===== config.mk =====
export PLATFORM = sky130hd
export DESIGN_NAME = deser_rx_wb_flat
export DESIGN_NICKNAME = d
export VERILOG_FILES = /design/src/rtl/deser_rx_pkg.sv /design/src/rtl/deser_rx_wb_if.sv /design/src/rtl/deser_rx_fifo.sv /design/src/rtl/deser_rx_wb.sv /design/src/flat_wrapper.sv
export SDC_FILE = /design/constraint.sdc
export NUM_CORES = 1
export LEC_CHECK = 0
export ABC_AREA = 1
export BUFFER_PORTS_ARGS = -buffer_cell sky130_fd_sc_hd__buf_2
export CAP_MARGIN = 10
export CORE_MARGIN = 2
export CORE_UTILIZATION = 59
export CTS_BUF_LIST = sky130_fd_sc_hd__clkbuf_16
export CTS_CLUSTER_SIZE = 28
export DETAILED_ROUTE_END_ITERATION = 12
export HOLD_SLACK_MARGIN = 0.03
export PLACE_DENSITY_LB_ADDON = 0.2
export RECOVER_POWER = 25
export SYNTH_ARGS = -nofsm -noshare
export SYNTH_HDL_FRONTEND = slang
export SYNTH_SLANG_ARGS = --single-unit

===== constraint.sdc =====
create_clock -name CLK_I -period 20.7 [get_ports CLK_I]
set_clock_uncertainty 0.05 [all_clocks]
set_input_delay 3.105 -clock CLK_I [delete_from_list [all_inputs] [get_ports CLK_I]]
set_output_delay 3.105 -clock CLK_I [all_outputs]
set_load 0.05 [all_outputs]

===== src/rtl/deser_rx_pkg.sv =====
// Shared constants, register map and FSM state type for the serial-frame receiver.
package deser_rx_pkg;

    localparam int WORD_W = 10;

    localparam logic [1:0] ADR_DATA   = 2'd0;
    localparam logic [1:0] ADR_STATUS = 2'd1;
    localparam logic [1:0] ADR_CTRL   = 2'd2;
    localparam logic [1:0] ADR_FRAMES = 2'd3;

    localparam int CTRL_EN  = 0;
    localparam int CTRL_CLR = 1;

    localparam int ST_EMPTY = 0;
    localparam int ST_FULL  = 1;
    localparam int ST_OVF   = 2;
    localparam int ST_ABORT = 3;

    typedef enum logic {
        IDLE  = 1'b0,
        SHIFT = 1'b1
    } rx_state_e;

    function automatic logic [31:0] data_word(input logic valid, input logic [WORD_W-1:0] w);
        return {valid, 21'h0, w};
    endfunction

endpackage


===== src/rtl/deser_rx_wb_if.sv =====
// Wishbone slave bundle for deser_rx_wb; the master drives requests, the slave answers.
interface deser_rx_wb_if;
    logic        CYC_I;
    logic        STB_I;
    logic        WE_I;
    logic [31:0] ADR_I;
    logic [31:0] DAT_I;
    logic [31:0] DAT_O;
    logic        ACK_O;

    modport master (output CYC_I, STB_I, WE_I, ADR_I, DAT_I, input DAT_O, ACK_O);
    modport slave  (input CYC_I, STB_I, WE_I, ADR_I, DAT_I, output DAT_O, ACK_O);
endinterface


===== src/rtl/deser_rx_fifo.sv =====
// Synchronous FIFO with flush; a push into a full FIFO is accepted when a pop happens in the same cycle.
module deser_rx_fifo #(
    parameter int W     = 10,
    parameter int DEPTH = 16
) (
    input  logic                     clk,
    input  logic                     rst,
    input  logic                     flush,
    input  logic                     push,
    input  logic                     pop,
    input  logic [W-1:0]             wdata,
    output logic [W-1:0]             rdata,
    output logic                     full,
    output logic                     empty,
    output logic [$clog2(DEPTH):0]   level
);
    localparam int AW = $clog2(DEPTH);

    logic [W-1:0]  mem_q [DEPTH];
    logic [W-1:0]  mem_d [DEPTH];
    logic [AW-1:0] wr_ptr_q, wr_ptr_d, rd_ptr_q, rd_ptr_d;
    logic [AW:0]   cnt_q, cnt_d;
    logic          do_push_s, do_pop_s;

    assign empty = (cnt_q == '0);
    assign full  = (cnt_q == (AW+1)'(DEPTH));
    assign level = cnt_q;
    assign rdata = mem_q[rd_ptr_q];

    // Pointer, count and storage update.
    always_comb begin
        mem_d     = mem_q;
        wr_ptr_d  = wr_ptr_q;
        rd_ptr_d  = rd_ptr_q;
        cnt_d     = cnt_q;
        do_pop_s  = pop & ~empty;
        do_push_s = push & (~full | do_pop_s);
        if (flush) begin
            wr_ptr_d = '0;
            rd_ptr_d = '0;
            cnt_d    = '0;
        end else begin
            if (do_push_s) begin
                mem_d[wr_ptr_q] = wdata;
                wr_ptr_d        = wr_ptr_q + AW'(1);
            end else begin
                wr_ptr_d = wr_ptr_q;
            end
            if (do_pop_s) begin
                rd_ptr_d = rd_ptr_q + AW'(1);
            end else begin
                rd_ptr_d = rd_ptr_q;
            end
            case ({do_push_s, do_pop_s})
                2'b10:   cnt_d = cnt_q + (AW+1)'(1);
                2'b01:   cnt_d = cnt_q - (AW+1)'(1);
                default: cnt_d = cnt_q;
            endcase
        end
    end

    // State registers.
    always_ff @(posedge clk or posedge rst) begin
        if (rst) begin
            for (int i = 0; i < DEPTH; i++) begin
                mem_q[i] <= '0;
            end
            wr_ptr_q <= '0;
            rd_ptr_q <= '0;
            cnt_q    <= '0;
        end else begin
            mem_q    <= mem_d;
            wr_ptr_q <= wr_ptr_d;
            rd_ptr_q <= rd_ptr_d;
            cnt_q    <= cnt_d;
        end
    end
endmodule


===== src/rtl/deser_rx_wb.sv =====
// Serial-frame receiver (10-bit LSB-first) with FIFO and Wishbone read port.
// Define DESER_RX_SYNC_EN to add a 2-flop synchronizer on ser_ena_i/ser_data_i.
module deser_rx_wb
    import deser_rx_pkg::*;
#(
    parameter int CLKS_PER_BIT = 4,
    parameter int FIFO_DEPTH   = 16
) (
    input  logic         CLK_I,
    input  logic         RST_I,
    input  logic         ser_ena_i,
    input  logic         ser_data_i,
    deser_rx_wb_if.slave wb,
    output logic         irq_o
);
    localparam int CNT_W = $clog2(CLKS_PER_BIT);
    localparam int LVL_W = $clog2(FIFO_DEPTH) + 1;
    localparam logic [CNT_W-1:0] SAMPLE_AT = CNT_W'(CLKS_PER_BIT / 2 - 1);
    localparam logic [CNT_W-1:0] CNT_LAST  = CNT_W'(CLKS_PER_BIT - 1);

    rx_state_e          state_q, state_d;
    logic               ena_r_q, ena_r_d, ena_prev_q, ena_prev_d, data_r_q, data_r_d;
    logic [CNT_W-1:0]   clk_cnt_q, clk_cnt_d;
    logic [3:0]         bit_cnt_q, bit_cnt_d;
    logic [WORD_W-1:0]  shift_q, shift_d;
    logic               push_q, push_d;
    logic               en_q, en_d, ovf_q, ovf_d, abort_q, abort_d;
    logic [15:0]        frames_q, frames_d;
    logic               ack_q, ack_d, irq_q, irq_d;
    logic [31:0]        dat_o_q, dat_o_d;

    logic               ena_in_s, data_in_s, ena_fall_s;
    logic               req_s, rd_s, ctrl_wr_s, clr_s, pop_s;
    logic               sample_s, abort_evt_s;
    logic [31:0]        rd_data_s;
    logic [WORD_W-1:0]  fifo_rdata_s;
    logic               fifo_full_s, fifo_empty_s;
    logic [LVL_W-1:0]   fifo_level_s;
    logic               unused_s;

`ifdef DESER_RX_SYNC_EN
    logic [1:0] sync_ena_q, sync_ena_d, sync_data_q, sync_data_d;

    // Two-stage synchronizer ahead of the input register.
    always_comb begin
        sync_ena_d  = {sync_ena_q[0], ser_ena_i};
        sync_data_d = {sync_data_q[0], ser_data_i};
    end

    always_ff @(posedge CLK_I or posedge RST_I) begin
        if (RST_I) begin
            sync_ena_q  <= 2'b11;
            sync_data_q <= 2'b00;
        end else begin
            sync_ena_q  <= sync_ena_d;
            sync_data_q <= sync_data_d;
        end
    end

    assign ena_in_s  = sync_ena_q[1];
    assign data_in_s = sync_data_q[1];
`else
    assign ena_in_s  = ser_ena_i;
    assign data_in_s = ser_data_i;
`endif

    assign ena_fall_s = ena_prev_q & ~ena_r_q;
    assign req_s      = wb.CYC_I & wb.STB_I & ~ack_q;
    assign rd_s       = req_s & ~wb.WE_I;
    assign ctrl_wr_s  = req_s & wb.WE_I & (wb.ADR_I[3:2] == ADR_CTRL);
    assign clr_s      = ctrl_wr_s & wb.DAT_I[CTRL_CLR];
    assign pop_s      = rd_s & (wb.ADR_I[3:2] == ADR_DATA) & ~fifo_empty_s;
    assign unused_s   = ^{wb.ADR_I[31:4], wb.ADR_I[1:0], wb.DAT_I[31:2]};

    deser_rx_fifo #(.W(WORD_W), .DEPTH(FIFO_DEPTH)) u_fifo (
        .clk   (CLK_I),
        .rst   (RST_I),
        .flush (clr_s),
        .push  (push_q & ~clr_s),
        .pop   (pop_s),
        .wdata (shift_q),
        .rdata (fifo_rdata_s),
        .full  (fifo_full_s),
        .empty (fifo_empty_s),
        .level (fifo_level_s)
    );

    // FSM state register.
    always_ff @(posedge CLK_I or posedge RST_I) begin
        if (RST_I) begin
            state_q <= IDLE;
        end else begin
            state_q <= state_d;
        end
    end

    // Next state: CLR also abandons the frame in progress so nothing lands after a flush.
    always_comb begin
        state_d = state_q;
        case (state_q)
            IDLE: begin
                if (en_q && ena_fall_s && !clr_s) state_d = SHIFT;
                else                              state_d = IDLE;
            end
            SHIFT: begin
                if (!en_q || clr_s || ena_r_q) state_d = IDLE;
                else                           state_d = SHIFT;
            end
            default: state_d = IDLE;
        endcase
    end

    // Bit timing, frame assembly and sticky flags.
    always_comb begin
        ena_r_d     = ena_in_s;
        ena_prev_d  = ena_r_q;
        data_r_d    = data_in_s;
        sample_s    = (state_q == SHIFT) && (state_d == SHIFT) && (clk_cnt_q == SAMPLE_AT);
        abort_evt_s = (state_q == SHIFT) && en_q && !clr_s && ena_r_q && (bit_cnt_q != 4'd0);
        shift_d     = sample_s ? {data_r_q, shift_q[WORD_W-1:1]} : shift_q;
        push_d      = sample_s && (bit_cnt_q == 4'd9);
        if (state_q == SHIFT && state_d == SHIFT) begin
            clk_cnt_d = (clk_cnt_q == CNT_LAST) ? '0 : clk_cnt_q + CNT_W'(1);
        end else begin
            clk_cnt_d = '0;
        end
        if (state_d != SHIFT) begin
            bit_cnt_d = 4'd0;
        end else if (sample_s) begin
            bit_cnt_d = (bit_cnt_q == 4'd9) ? 4'd0 : bit_cnt_q + 4'd1;
        end else begin
            bit_cnt_d = bit_cnt_q;
        end
        en_d = ctrl_wr_s ? wb.DAT_I[CTRL_EN] : en_q;
        if (clr_s) begin
            ovf_d    = 1'b0;
            abort_d  = 1'b0;
            frames_d = 16'd0;
        end else begin
            ovf_d    = ovf_q | (push_q & fifo_full_s & ~pop_s);
            abort_d  = abort_q | abort_evt_s;
            frames_d = push_q ? frames_q + 16'd1 : frames_q;
        end
    end

    // Register read mux and bus/irq outputs.
    always_comb begin
        rd_data_s = 32'h0;
        case (wb.ADR_I[3:2])
            ADR_DATA:   rd_data_s = fifo_empty_s ? 32'h0 : data_word(1'b1, fifo_rdata_s);
            ADR_STATUS: rd_data_s = {16'h0, 8'(fifo_level_s), 4'h0,
                                     abort_q, ovf_q, fifo_full_s, fifo_empty_s};
            ADR_CTRL:   rd_data_s = {31'h0, en_q};
            ADR_FRAMES: rd_data_s = {16'h0, frames_q};
            default:    rd_data_s = 32'h0;
        endcase
        ack_d   = req_s;
        dat_o_d = rd_s ? rd_data_s : 32'h0;
        irq_d   = en_q & ~fifo_empty_s;
    end

    // Datapath and register-file flops.
    always_ff @(posedge CLK_I or posedge RST_I) begin
        if (RST_I) begin
            ena_r_q    <= 1'b1;
            ena_prev_q <= 1'b1;
            data_r_q   <= 1'b0;
            clk_cnt_q  <= '0;
            bit_cnt_q  <= 4'd0;
            shift_q    <= '0;
            push_q     <= 1'b0;
            en_q       <= 1'b0;
            ovf_q      <= 1'b0;
            abort_q    <= 1'b0;
            frames_q   <= 16'd0;
            ack_q      <= 1'b0;
            dat_o_q    <= 32'h0;
            irq_q      <= 1'b0;
        end else begin
            ena_r_q    <= ena_r_d;
            ena_prev_q <= ena_prev_d;
            data_r_q   <= data_r_d;
            clk_cnt_q  <= clk_cnt_d;
            bit_cnt_q  <= bit_cnt_d;
            shift_q    <= shift_d;
            push_q     <= push_d;
            en_q       <= en_d;
            ovf_q      <= ovf_d;
            abort_q    <= abort_d;
            frames_q   <= frames_d;
            ack_q      <= ack_d;
            dat_o_q    <= dat_o_d;
            irq_q      <= irq_d;
        end
    end

    assign wb.ACK_O = ack_q;
    assign wb.DAT_O = dat_o_q;
    assign irq_o    = irq_q;
endmodule


===== src/flat_wrapper.sv =====
// flat-port wrapper written by rule: the top's interface ports become plain ports
module deser_rx_wb_flat import deser_rx_pkg::*;
#(
    parameter int CLKS_PER_BIT = 4,
    parameter int FIFO_DEPTH   = 16
)
  (CLK_I, RST_I, ser_ena_i, ser_data_i, irq_o, wb_CYC_I, wb_STB_I, wb_WE_I, wb_ADR_I, wb_DAT_I, wb_DAT_O, wb_ACK_O);
  deser_rx_wb_if wb_i ();
  input  logic CLK_I;
  input  logic RST_I;
  input  logic ser_ena_i;
  input  logic ser_data_i;
  output logic irq_o;
  input wire logic [$bits(wb_i.CYC_I)-1:0] wb_CYC_I;
  input wire logic [$bits(wb_i.STB_I)-1:0] wb_STB_I;
  input wire logic [$bits(wb_i.WE_I)-1:0] wb_WE_I;
  input wire logic [$bits(wb_i.ADR_I)-1:0] wb_ADR_I;
  input wire logic [$bits(wb_i.DAT_I)-1:0] wb_DAT_I;
  output wire logic [$bits(wb_i.DAT_O)-1:0] wb_DAT_O;
  output wire logic [$bits(wb_i.ACK_O)-1:0] wb_ACK_O;
  assign wb_i.CYC_I = wb_CYC_I;
  assign wb_i.STB_I = wb_STB_I;
  assign wb_i.WE_I = wb_WE_I;
  assign wb_i.ADR_I = wb_ADR_I;
  assign wb_i.DAT_I = wb_DAT_I;
  assign wb_DAT_O = wb_i.DAT_O;
  assign wb_ACK_O = wb_i.ACK_O;
  deser_rx_wb #(.CLKS_PER_BIT(CLKS_PER_BIT), .FIFO_DEPTH(FIFO_DEPTH)) u_core (.CLK_I(CLK_I), .RST_I(RST_I), .ser_ena_i(ser_ena_i), .ser_data_i(ser_data_i), .wb(wb_i), .irq_o(irq_o));
endmodule

# Word-level counts from Yosys, hierarchy flattened
# Cells that the tools add are included.
[word_totals] latch_bits=0 memories=0 output_inout_bits=34 rom_bits=0 wordCells=131 reg_bits=247 ramBits=0 inputBits=71
[op_classes] n_addsub=7 bitwise_logic=28 magnitude_cmp=3 mux=27 shift=0 reduce_logical=22 mul=0 n_div=0 eq_ne=10
[ops] op="160-bit bitwise mux" n=1
[ops] op="32-bit one-hot mux with 4 select lines" n=1
[ops] op="32-bit two-way mux" n=2
[ops] op="10-bit binary-select mux with 4-bit select" n=1
[ops] op="10-bit demux with 4-bit select" n=1
[ops] op="16-bit two-way mux" n=2
[ops] op="10-bit two-way mux" n=3
[ops] op="4-bit two-way mux" n=7
[ops] op="16-bit by 1-bit adder with 16-bit output, second input constant" n=1
[ops] op="1-bit bitwise AND" n=15
[ops] op="4-bit by 1-bit adder with 4-bit output, second input constant" n=3
[ops] op="5-bit greater-or-equal comparator, second input constant" n=2
[ops] op="1-bit logical AND" n=10
[ops] op="4-bit NOT with 5-bit output" n=2
[ops] op="5-bit one-hot mux with 2 select lines" n=1
[ops] op="2-bit == test, second input constant" n=4
[ops] op="1-bit NOT" n=8
[ops] op="2-bit by 1-bit == test with 1-bit output, second input constant" n=3
[ops] op="2-bit nonzero test" n=3
[ops] op="5-bit by 1-bit adder with 5-bit output, second input constant" n=1
[ops] op="5-bit == test, second input constant" n=1
[ops] op="5-bit zero test" n=1
[ops] op="5-bit by 1-bit less-than comparator with 1-bit output, second input constant" n=1
[ops] op="5-bit two-way mux" n=1
[ops] op="other kinds (14)" n=22

# Logic depth before layout (Yosys ltp)
# Gate-level depths: netlist (run 1).
[depth] word_depth=13 depth_mapped=15 depth_no_buf=15

# Hierarchy
# From an unflattened synthesis (run 1), not the netlist that was laid out.
[hier_totals] cells_unflattened=1330 hier_area_um2=11192.0
[modules_own_cells] module="deser_rx_fifo" area_each_um2=8185.4 cells_per_inst=974 seq_area_each_um2=4329.2 instances=1
[modules_own_cells] module="deser_rx_wb" area_each_um2=3006.6 cells_per_inst=356 seq_area_each_um2=1478.9 instances=1

# Least setup slack after synthesis (run 1)
# OpenSTA, ideal clock, no wires.
[synth_timing] path_kind="in2reg" startpoint="input port wb_STB_I" endpoint="register u_core.u_fifo.cnt_q[4] (netlist: u_core.u_fifo.level[4])" t_arrival_ps=4762 t_required_ps=20533 setup_ps=117 setup_slack_ps=15771 stages=14 path_buffers=0 path_cell_list="nand3_1 > nor2_4 > nand3_4 > clkinv_1 > nand2_2 > inv_1 > fa_1 > nand3_1 > nand2_1 > xor2_1 > inv_1 > nand2_1 > nand3_1 > nand2_1"
[synth_between] elab_chain_len=11 word_cells_on_any_way=18 classes_between="eq/ne: 2; mux: 2; bitwise: 13; reduce/logical: 1"
[synth_lines] item="start, declared" line_no="flat_wrapper.sv:15" source="input wire logic [$bits(wb_i.STB_I)-1:0] wb_STB_I;"
[synth_lines] item="1-bit bitwise AND * (2 in a row)" line_no="deser_rx_wb.sv:68" source="assign req_s = wb.CYC_I & wb.STB_I & ~ack_q;"
[synth_lines] item="1-bit bitwise AND (on tied branches)" line_no="deser_rx_wb.sv:69, deser_rx_wb.sv:70"
[synth_lines] item="1-bit bitwise AND (on tied branches)" line_no="deser_rx_wb.sv:72, deser_rx_wb.sv:70"
[synth_lines] item="1-bit bitwise AND (on tied branches)" line_no="deser_rx_wb.sv:72, deser_rx_wb.sv:71"
[synth_lines] item="1-bit bitwise AND / 1-bit NOT (equally long branches)"
[synth_lines] item="1-bit OR / 1-bit bitwise AND (equally long branches)" line_no="deser_rx_fifo.sv:37, deser_rx_wb.sv:79"
[synth_lines] item="1-bit bitwise AND" line_no="deser_rx_fifo.sv:37" source="do_push_s = push & (~full | do_pop_s);"
[synth_lines] item="2-bit by 1-bit == test with 1-bit output / 2-bit == test (equally long branches)" line_no="deser_rx_fifo.sv:54" source="case ({do_push_s, do_pop_s})"
[synth_lines] item="5-bit one-hot mux with 2 select lines" line_no="deser_rx_fifo.sv:54"
[synth_lines] item="5-bit two-way mux" line_no="deser_rx_fifo.sv:38" source="if (flush) begin"
[synth_lines] item="end signal, assigned" line_no="deser_rx_fifo.sv:75" source="cnt_q <= cnt_d;"
[synth_lines] item="end, declared" line_no="deser_rx_fifo.sv:22" source="logic [AW:0] cnt_q, cnt_d;"
# Every way passes the cells marked *; elsewhere a longest branch is shown, timed or not.
# A chain may end at the register's enable or synchronous reset.

==> impl_metrics.py, run 1 <==
metrics = {
    "layout": {
        "fillers": 1693,
        "final_common_cell": "nand2_1",
        "register_area_mm2": 0.005809,
        "final_cell_mix": "nand2_1, dfrtp_1, inv_1",
        "final_area_mm2": 0.01241,
        "final_nets": 1488,
        "num_antenna_cells": 0,
        "multi_input_area_mm2": 0.004717,
        "layout-drive-gt1-share": 0.08169,
        "area_growth_pct": 7.339,
    },
    "synth": {
        "avgSynthCellArea_um2": 8.158,
        "synth_area_mm2": 0.01156,
        "ys_ff_latch": 232,
        "postSynthCellCount": 1417,
        "ys_types": 41,
        "ys.flop_type": "dfrtp_1",
        "synth_edf_count": 0,
        "synthArstFlopShare": 1.000,
        "yosysWarningCount": 0,
        "seq_area_frac_synth": 0.5024,
    },
    "setup_path": {
        "crit_start": "RST_I",
        "required_ns": 21.11,
        "crit_path_end_kind": "async pin",
        "worstReg2RegStart": "u_core.u_fifo.level[1]",
        "reg2regPathDepth": 14,
        "path_cells": "buf_2 -> clkinvlp_2 -> buf_4",
        "rrSetupSlack_ns": 17.76,
        "cpMaxStageDelayCell": "clkinvlp_2",
        "crit_type": "in2async",
        "cp_slowest_stage_delay_ns": 2.75,
        "crit_path_start_kind": "primary input",
        "cp_top_family": "buffers and inverters",
        "cp_max_fo": 114,
        "r2r_end": "u_core.u_fifo.level[4]",
        "critical_path_arrival_ns": 7.13,
        "crit_buf_inv": 3,
    },
    "floorplanning": {
        "io_pins": 105,
        "die_x_um": 144.0,
        "initial_core_util": 0.5979,
        "die-area_mm2": 0.02073,
        "rows": 51,
        "core-area_mm2": 0.01933,
        "die_y_um": 144.0,
    },
    "run_status": {
        "violations": "max-capacitance violations, max-slew violations",
        "status": "finished, violations left",
    },
    "global_routing": {
        "grt_pass1_vias": 8570,
        "grt_start_max_net_pins": 115,
        "grtUsageTotal": 0.2731,
        "grt_pass1_wl_mm": 44.63,
        "grt_overflow": 0,
        "antenna_found_initial": 0,
    },
    "power_and_ir_drop": {
        "power_leakage_uw": 0.006006,
        "vdd_drop_max_v": 0.00007136,
        "power.density_mw_per_mm2": 85.05,
    },
    "drt": {
        "wl_mm": 27.56,
        "num_vias": 9404,
        "firstDrtPassIters": 6,
        "viasPerCell": 5.581,
        "drc": 0,
        "wire_per_inst_um": 16.36,
        "first_iter_violations": 923,
        "ant_nets": 0,
    },
    "timing": {
        "period_needed_ns": 6.715,
        "setup-tns-final_ns": 0,
        "maxClockFrequency_mhz": 148.9,
        "tightest_slew_ns": 5.005,
        "slew_viol_final": 115,
        "hold_viol": 0,
        "finalWorstSetupSlack_ns": 13.98,
        "rsz0062_at_grt": "false",
        "relSlewSlack": -2.355,
        "min_period_over_period": 0.3244,
        "setup_viol": 0,
    },
    "placement": {
        "pre_cts_ws_ns": 15.20,
        "hpwl_mm": 17.20,
        "port_buffers": 29,
        "gp_congestion": 0.8497,
        "dpl_cell_area_mm2": 0.01161,
    },
    "clocking": {
        "clk_latency_ns": 0.53,
        "cts.htree.levels": 1,
        "root_buffer": "clkbuf_16",
        "clock_path_buffers": 3,
        "holdBufCountCts": 0,
        "post_cts_resized": 0,
        "cts_buffers": 26,
        "clock_sinks": 232,
        "cts_tree": "yes",
        "clk_pin_slew_ns": 0.06,
        "postCtsSetupBuffers": 0,
    },
    "hold_path": {
        "holdPathEnd": "u_core.ena_prev_q",
        "hold_path.class": "reg2reg",
        "hold_depth": 0,
        "hold_start": "u_core.ena_prev_d",
    },
    "flow_run": {
        "drv_cap": 1,
    },
}
-- layer usage --
metal / track usage / wire length [µm] / part of all wire / vias up
met5: 0 / 0 / 0 / -
met4: 0.08824 / 792 / 0.029 / 0
met3: 0.03609 / 1880 / 0.068 / 47
met2: 0.4246 / 12560 / 0.46 / 339
met1: 0.4011 / 12330 / 0.45 / 4495
li1: - / - / - / 4523
-- sequential cells by signal, summed over array words and instances (netlist names), 2 cells and up --
signal	count
u_core.u_fifo.mem_q	160
u_core.u_fifo.rd_ptr_q	4
u_core.clk_cnt_q	2
u_core.wb.DAT_O	17
u_core.u_fifo.level	5
u_core.frames_q	16
u_core.bit_cnt_q	4
u_core.u_fifo.wr_ptr_q	4
u_core.shift_q	10
-- worst max path at each step --
stage / end / slack (ns) / cells past startpoint
3_5_place_dp: u_core.u_fifo.level[4] / 15.20 / 15
2_1_floorplan: u_core.abort_q / 11.19 / 1
5_1_grt: u_core.u_fifo.rd_ptr_q[0] / 13.02 / 3
3_3_place_gp: u_core.u_fifo.level[4] / 15.22 / 15
6_report: u_core.u_fifo.rd_ptr_q[0] / 13.98 / 3
4_1_cts: u_core.u_fifo.level[4] / 15.74 / 15
-- where the power goes --
part | internal, µW | switching [µW] | total (µW)
Combinational | 35.7 | 111 | 146
Sequential | 460 | 11.1 | 471
Clock | 259 | 179 | 438
Total | 754 | 301 | 1060
-- stage by stage --
step                      instances  hold WS [ns]  power (µW)    util
after floorplan                1431        0.3111       584.6       -
after CTS                      1685        0.3320        1060  0.6425
after detailed placement       1638        0.3237       622.6  0.6005
after global routing           1685        0.3552        1095  0.6418
after global placement         1638        0.3225       621.0  0.6005
final                          1685        0.3450        1055  0.6418
-- Yosys cell counts, types with 2 or more instances --
cell type | n | share of area
buf_2 | 16 | 0.0069
inv_1 | 134 | 0.044
a32oi_1 | 3 | 0.0023
dfstp_2 | 2 | 0.0045
buf_6 | 7 | 0.0068
ha_1 | 15 | 0.016
dfrtp_1 | 230 | 0.50
nand2_1 | 409 | 0.13
o211ai_1 | 17 | 0.011
nand3_4 | 2 | 0.0030
nand4_4 | 9 | 0.017
nand2_2 | 5 | 0.0027
nand3_1 | 136 | 0.059
buf_4 | 29 | 0.019
inv_2 | 2 | 0.00065
nor2_2 | 3 | 0.0016
o21ai_1 | 69 | 0.030
nor2_1 | 86 | 0.028
nand2_4 | 3 | 0.0029
nor2_4 | 2 | 0.0019
xor2_1 | 7 | 0.0053
a21oi_1 | 23 | 0.010
o22ai_1 | 4 | 0.0022
o21ai_2 | 11 | 0.0083
clkbuf_1 | 43 | 0.014
clkinv_1 | 2 | 0.00065
a31oi_1 | 2 | 0.0011
nor3_1 | 5 | 0.0022
o21ai_0 | 112 | 0.048
nand4_1 | 18 | 0.0097
-- final cells by class --
| cell class | instances | share of cell area |
|---|---|---|
| sequential | 232 | 0.4682 |
| tap | 265 | 0.02672 |
| inverter | 139 | 0.04235 |
| multi-input combinational | 964 | 0.3802 |
| clock buffer | 27 | 0.05445 |
| timing repair buffer | 38 | 0.01704 |
| clock inverter | 20 | 0.01109 |
-- worst register-to-register path, stage by stage, from the launching register on --
cell,delay [ns]
dfrtp_1,0.45
nor2_1,0.17
nand3_1,0.19
nand3_4,0.18
clkinv_1,0.34
nand2_2,0.28
inv_1,0.16
fa_1,0.43
nand3_1,0.10
nand2_1,0.07
xor2_1,0.16
inv_1,0.06
nand2_1,0.05
nand3_1,0.08
nand2_1,0.06
-- kinds of logic after synthesis --
family                     synth area share
other                             0.0003244
AOI/OAI and AO/OA                    0.1145
DFF                                  0.5024
xor gates and xnor gates           0.005304
buffers and inverters               0.09363
adders and majority gates           0.01797
muxes                             0.0009741
and+or+nand+nor                      0.2649
Note: power is estimated with default switching activity, not from simulation.
==> run 2, diff against run 1 <==
CORE_UTILIZATION = 54   (was 59)
clock period = 5.9 ns   (was 20.7 ns; I/O delays follow)
==> run 2 against run 1 <==
The flow still finishes with violations (max-capacitance violations, max-slew violations). Final area down 0.16%. Critical path depth rose by 12. Combinational power grew to 3.6 times the previous value. Non-clock buffer count up 1. Highest routed layer unchanged.
==> impl_metrics.py, run 2 (synthesized netlist as in run 1, its figures left out) <==
metrics = {
    "setup_path": {
        "critical_path_arrival_ns": 4.01,
        "required_ns": 6.26,
        "crit_path_end_kind": "register",
        "crit_path_start_kind": "primary input",
        "crit_type": "in2reg",
        "cp_max_fo": 27,
    },
    "timing": {
        "setup_viol": 0,
        "maxClockFrequency_mhz": 273.4,
        "hold_viol": 0,
        "setup-tns-final_ns": 0,
        "period_needed_ns": 3.658,
        "slew_viol_final": 35,
        "min_period_over_period": 0.6200,
        "relSlewSlack": -0.06368,
        "rsz0062_at_grt": "false",
        "tightest_slew_ns": 1.587,
    },
    "global_routing": {
        "grt_use_met2": 0.3980,
        "gr-max-usage-layer": "met2",
        "grt_overflow": 0,
        "grt_pass1_vias": 8543,
        "grt_start_max_net_pins": 136,
        "use_met3": 0.03879,
        "grt_pass1_wl_mm": 46.45,
        "grtUsageMet1": 0.3903,
        "grtUsageTotal": 0.2597,
        "antenna_found_initial": 0,
    },
    "clocking": {
        "holdBufCountCts": 0,
        "cts.htree.levels": 1,
        "postCtsSetupBuffers": 0,
        "clk_latency_ns": 0.53,
        "cts_tree": "yes",
        "root_buffer": "clkbuf_16",
        "cts_buffers": 26,
        "clk_pin_slew_ns": 0.06,
        "clock_sinks": 232,
        "clock_path_buffers": 3,
        "post_cts_resized": 0,
    },
    "placement": {
        "dpl_cell_area_mm2": 0.01164,
        "gp_congestion": 0.8971,
        "dp.cells": 1649,
        "hpwl_mm": 17.87,
        "port_buffers": 29,
    },
    "drt": {
        "ant_nets": 0,
        "first_iter_violations": 820,
        "drc": 0,
        "viasPerCell": 5.513,
        "wire_per_inst_um": 16.67,
        "firstDrtPassIters": 5,
        "num_vias": 9356,
        "wl_mm": 28.29,
    },
    "floorplanning": {
        "core-area_mm2": 0.02102,
        "io_pins": 105,
        "rows": 53,
        "die_y_um": 150.3,
        "die_x_um": 150.3,
        "initial_core_util": 0.5499,
        "die-area_mm2": 0.02259,
    },
    "layout": {
        "num_antenna_cells": 0,
        "final_cell_mix": "nand2_1, dfrtp_1, inv_1",
        "final_cells": 1697,
        "final_nets": 1489,
        "registers.top_by_ff_count": "u_core.u_fifo.mem_q",
        "layout-drive-gt1-share": 0.08158,
        "area_growth_pct": 7.165,
        "final_area_mm2": 0.01239,
        "fin_util": 0.5893,
        "final_common_cell": "nand2_1",
        "largest_reg_flops": 160,
    },
    "flow_run": {
        "drv_cap": 1,
    },
    "power_and_ir_drop": {
        "power_leakage_uw": 0.006007,
        "vdd_drop_max_v": 0.0002437,
        "power_uw": 3671,
        "power.density_mw_per_mm2": 296.3,
    },
    "run_status": {
        "status": "finished, violations left",
        "violations": "max-capacitance violations, max-slew violations",
    },
    "hold_path": {
        "hold_path.class": "reg2reg",
    },
}
[run 2: changes by cell type in the layout (fill, tap and decap cells not counted)]
cell / previous run / this run
clkinv_2: 4 / 8
buf_12: 0 / 1
bufinv_16: 2 / 1
clkinv_1: 7 / 6
clkinv_4: 1 / 0
nand3_1: 137 / 138
nand3_4: 2 / 1
nand4_1: 18 / 19
nand4_4: 9 / 8
nor2_1: 86 / 87
nor2_2: 3 / 2
[run 2: final timing paths]
path	startpoint	endpoint	slack [ns]	cells after the start
setup / recovery	wb_CYC_I	u_core.u_fifo.level[4]	2.24	15
hold / removal	u_core.ena_prev_d	u_core.ena_prev_q	0.34	0
setup reg to reg	u_core.wb.ACK_O	u_core.u_fifo.level[4]	2.33	13
hold reg to reg	u_core.ena_prev_d	u_core.ena_prev_q	0.34	0
max in group asynchronous	RST_I	u_core.u_fifo.rd_ptr_q[0]	3.64	3
min in group asynchronous	RST_I	u_core.wb.DAT_O[10]	0.68	2
[run 2: power breakdown]
group	total [µW]	leakage, µW	switching (µW)	internal (µW)
Sequential	1640	0.00320	25.3	1610
Combinational	527	0.00238	398	128
Clock	1510	0.000427	641	865
[run 2: critical path, stage by stage]
cell and delay, ns:
clkbuf_1 0.10, nand2_1 0.06, nor2_1 0.21, nand4_1 1.02, nand2_4 0.43, nand2_2 0.17, inv_1 0.22, ha_1 0.31
a21oi_1 0.13, nand2_1 0.07, xor2_1 0.15, inv_1 0.06, nand2_1 0.05, nand3_1 0.08, nand2_1 0.05
[run 2: cell type report]
| cell class | instances | area, µm² |
|---|---|---|
| fillers | 1960 | 8633 |
| flip-flops and latches | 232 | 5809 |
| multi-input cells | 964 | 4687 |
| clock buffers | 27 | 675.6 |
| inverters | 139 | 525.5 |
| well taps | 275 | 344.1 |
| repair buffers | 39 | 231.5 |
| clock inverters | 21 | 115.1 |
[run 2: stage by stage]
step	hold slack (ns)	setup WS (ns)
floorplan	0.3111	1.931
global route	0.3621	1.902
global placement	0.3229	2.627
finish	0.3401	2.242
detailed placement	0.3228	2.572
CTS	0.3311	3.015
[run 2: metal layers]
layer	wire length, µm	up-vias
met5	0	-
met4	547	0
met3	1910	37
met2	12870	285
met1	12970	4523
li1	-	4511
